File: src/rtl/register.sv
// General-purpose N-bit register with enable and a 2-bit function select
// (clear, load, decrement, increment); q comes straight from the state flop.
module register #(
    parameter int NBits = 8
) (
    input  logic             clk,
    input  logic             rst_n,
    input  logic             e,
    input  logic [1:0]       funsel,
    input  logic [NBits-1:0] i,
    output logic [NBits-1:0] q
);

    localparam logic [1:0] FN_CLEAR = 2'b00;
    localparam logic [1:0] FN_LOAD  = 2'b01;
    localparam logic [1:0] FN_DEC   = 2'b10;
    localparam logic [1:0] FN_INC   = 2'b11;

    localparam logic [NBits-1:0] ZERO_VAL = {NBits{1'b0}};
    localparam logic [NBits-1:0] ONE_VAL  = {{(NBits-1){1'b0}}, 1'b1};

    logic [NBits-1:0] q_d;
    logic [NBits-1:0] q_q;

    // Next-state selection; arithmetic wraps silently modulo 2^NBits
    always_comb begin
        q_d = q_q;
        if (e) begin
            case (funsel)
                FN_CLEAR: q_d = ZERO_VAL;
                FN_LOAD:  q_d = i;
                FN_DEC:   q_d = q_q - ONE_VAL;
                FN_INC:   q_d = q_q + ONE_VAL;
                default:  q_d = q_q;
            endcase
        end else begin
            q_d = q_q;
        end
    end

    // State register; reset is synchronous and overrides enable and function
    always_ff @(posedge clk) begin
        if (!rst_n) begin
            q_q <= ZERO_VAL;
        end else begin
            q_q <= q_d;
        end
    end

    assign q = q_q;

endmodule

File: config.mk
export PLATFORM = sky130hd
export DESIGN_NAME = register
export DESIGN_NICKNAME = d
export VERILOG_FILES = /design/src/rtl/register.sv
export SDC_FILE = /design/constraint.sdc
export NUM_CORES = 1
export LEC_CHECK = 0
export BUFFER_PORTS_ARGS = -buffer_cell sky130_fd_sc_hd__clkbuf_2
export CELL_PAD_IN_SITES_DETAIL_PLACEMENT = 1
export CELL_PAD_IN_SITES_GLOBAL_PLACEMENT = 2
export CORE_MARGIN = 2
export CORE_UTILIZATION = 28
export DETAILED_ROUTE_END_ITERATION = 12
export PLACE_DENSITY_LB_ADDON = 0.1
export SLEW_MARGIN = 20
export SYNTH_ARGS = -nofsm -noshare
export SYNTH_HDL_FRONTEND = slang
export SYNTH_SLANG_ARGS = --single-unit
File: constraint.sdc
create_clock -name clk -period 2.9 [get_ports clk]
set_input_delay 0.87 -clock clk [delete_from_list [all_inputs] [get_ports clk]]
set_output_delay 0.87 -clock clk [all_outputs]
set_load 0.01 [all_outputs]
==> results.cfg <==
[die]
die_h_um = 53.2
fp.dieW_um = 53.2
die-area_um2 = 2830
initial_utilization_pct = 30.1
std_cell_rows = 17
ios = 21
core_um2 = 2250

[placed_design]
io_buffer_count = 20
hpwl_mm = 1.51
place_area_um2 = 816
pre_cts_ws_ps = 134
place_congestion = 0.792

[cts]
clockBufferDepth = 2
cts_root_buf = clkbuf_4
numCtsBuffers = 3
cts_htree_levels = 1
clk_latency_ps = 260
cts.sinks = 8
cts_hold_buf = 0
cts_tree = built
clk_pin_slew_ps = 60
cts_resized = 0
post_cts.repair.setup_buffers = 0

[synth]
synth-seq-cells = 8
syn-cell-area_um2 = 678
ys.flop_type = dfxtp_1
synth-seq-area-share_pct = 23.6
synth_area_per_cell_um2 = 8.48
synth_edf_count = 0
async_flop_share_pct = 0
synth-compound-area-share_pct = 32.7
ys_warn_count = 0
ys_types = 33
syn_inst = 80
synth.area.mux_share_pct = 0
synthSimpleGateAreaFrac_pct = 18.1
synth_top_family_by_area = compound AO/OA/AOI/OAI gates
synth_nets = 101
synthAdderAreaFrac_pct = 15.9
synth-xor-area-share_pct = 5.17

[timing]
fin_ws_ps = 395
slew_headroom_pct = 59.3
finalSetupTns_ps = 0
slew_viol_final = 0
rsz0062_at_grt = no
fin_skew_ps = 3.46
fmax_mhz = 399
hold_viol_final = 0
fin_crit_sh_pct = 86.4
fin_crit_ps = 2510
worstMarginPinSlew_ps = 609
setup_viol = 0

[flow_run]
maxCapViolCount = 0

[cells_and_area]
nets = 125
final_common_cell = clkbuf_2
antennaDiodeCount = 0
final_cell_mix = 20 x clkbuf_2, 8 x dfxtp_1, 7 x o21ai_0, 7 x ha_1
drive_gt1_share_pct = 28.4
ff_latch_area_um2 = 160
largest_reg_flops = 8
final_cell_area_um2 = 838
fillers = 300
multi_input_area_um2 = 487
syn2layout_area_growth_pct = 23.6

[hold_path]
min_to = q[2]
hold_class = reg2reg
hp-start = q[2]
whs_path_depth = 2

[setup_path]
r2r_end = q[7]
critPathMaxFanout = 7
timing.rr.start = q[4]
cp.arrival_ps = 2690
critPathCaptureType = flop
r2r_slack_ps = 1020
ff2ff_path_depth = 6
startpoint_type = input port
worst_ep_required_time_ps = 3080
crit_type = in2reg

[global_route]
grt_max_degree = 17
first_global_vias = 688
antenna_found_initial = 0
grt_pass1_wl_mm = 3.34
grtUsageTotal_pct = 16.6
grt-ovfl-total = 0

[power_and_ir_drop]
vdd_ir_drop_max_mv = 0.175
p_switching_mw = 0.137
cellLeakagePower_nw = 0.383
power.internal_mw = 0.238
power_density_nw_per_um2 = 447
pwr-share-comb_pct = 40.1
power_frac_seq_pct = 34.4
clkPwrFrac_pct = 25.5
power.share.switching_pct = 36.6

[drt]
vias = 686
first_pass_iters = 4
wl_mm = 2.01
vias_per_cell = 5.28
first_iter_violations = 1
drcViolationCount = 0
wl_per_cell_um = 15.5
route.antenna.remaining_nets = 0

[outcome]
status = finished, final reports clean
==> Yosys cell counts (2+ instances only) <==
| cell | n | area [um2] |
|---|---|---|
| nor2b_1 | 2 | 12.5 |
| o211ai_1 | 2 | 15.0 |
| a221oi_1 | 3 | 26.3 |
| nor3b_1 | 2 | 15.0 |
| xnor2_1 | 4 | 35.0 |
| and3_1 | 2 | 12.5 |
| o21ai_0 | 7 | 35.0 |
| dfxtp_1 | 8 | 160 |
| o21a_1 | 2 | 15.0 |
| a21o_1 | 2 | 15.0 |
| a22oi_1 | 2 | 15.0 |
| clkbuf_1 | 2 | 7.51 |
| o311ai_0 | 2 | 17.5 |
| a21oi_1 | 5 | 25.0 |
| inv_1 | 5 | 18.8 |
| ha_1 | 7 | 87.6 |
| nor2_1 | 4 | 15.0 |
| nand2_1 | 4 | 15.0 |
==> logic make-up after synthesis <==
logic type,Yosys count
compound gates,31
xor+xnor,4
fa+ha+maj,8
buf+inv,8
flops,8
simple gates,21
==> area by class of cell <==
cell class              count  share of cell area, %
well taps                  28                   4.18
inverters                   5                   2.24
repair buffers             22                   13.7
multi-input cells          64                   58.1
clock buffers               3                   2.69
flip-flops and latches      8                   19.1
==> metrics by stage <==
step           std cells  util, %  total power [mW]  hold slack (ps)
2_1_floorplan         80        -             0.237              518
3_3_place_gp         127     36.2             0.281              492
3_5_place_dp         127     36.2             0.282              514
4_1_cts              130     37.2             0.378              528
5_1_grt              130     37.2             0.404              538
6_report             130     37.2             0.375              525
==> worst max path at each step <==
stage	start	slack [ps]	end	cells past startpoint
finish	funsel[0]	390	q[7]	9
global route	funsel[1]	250	q[5]	9
CTS	funsel[0]	400	q[7]	9
detailed placement	funsel[0]	130	q[7]	9
global placement	funsel[0]	150	q[5]	9
floorplan	funsel[1]	410	q[7]	7
==> power groups by stage <==
stage	clock network, mW	logic [mW]	registers [mW]
2_1_floorplan	0	0.102	0.134
3_3_place_gp	0	0.150	0.131
3_5_place_dp	0	0.150	0.131
4_1_cts	0.0978	0.151	0.129
5_1_grt	0.104	0.169	0.130
6_report	0.0954	0.150	0.129
==> worst max-delay path, cell delays in order <==
cell and delay [ps]:
clkbuf_2 100, nand2_1 190, buf_4 220, ha_1 280
a211oi_2 250, nor2_2 90, nor2_4 70, or4b_1 430
a41oi_1 200
==> per-layer routing <==
| metal | track usage, % | vias to the layer above | wire, um |
|---|---|---|---|
| met4 | 6.41 | 0 | 33 |
| li1 | - | 353 | - |
| met1 | 23.1 | 311 | 1040 |
| met5 | 0 | - | 0 |
| met2 | 24.5 | 18 | 829 |
| met3 | 3.95 | 4 | 114 |
Note: power is estimated with default switching activity, not from simulation.
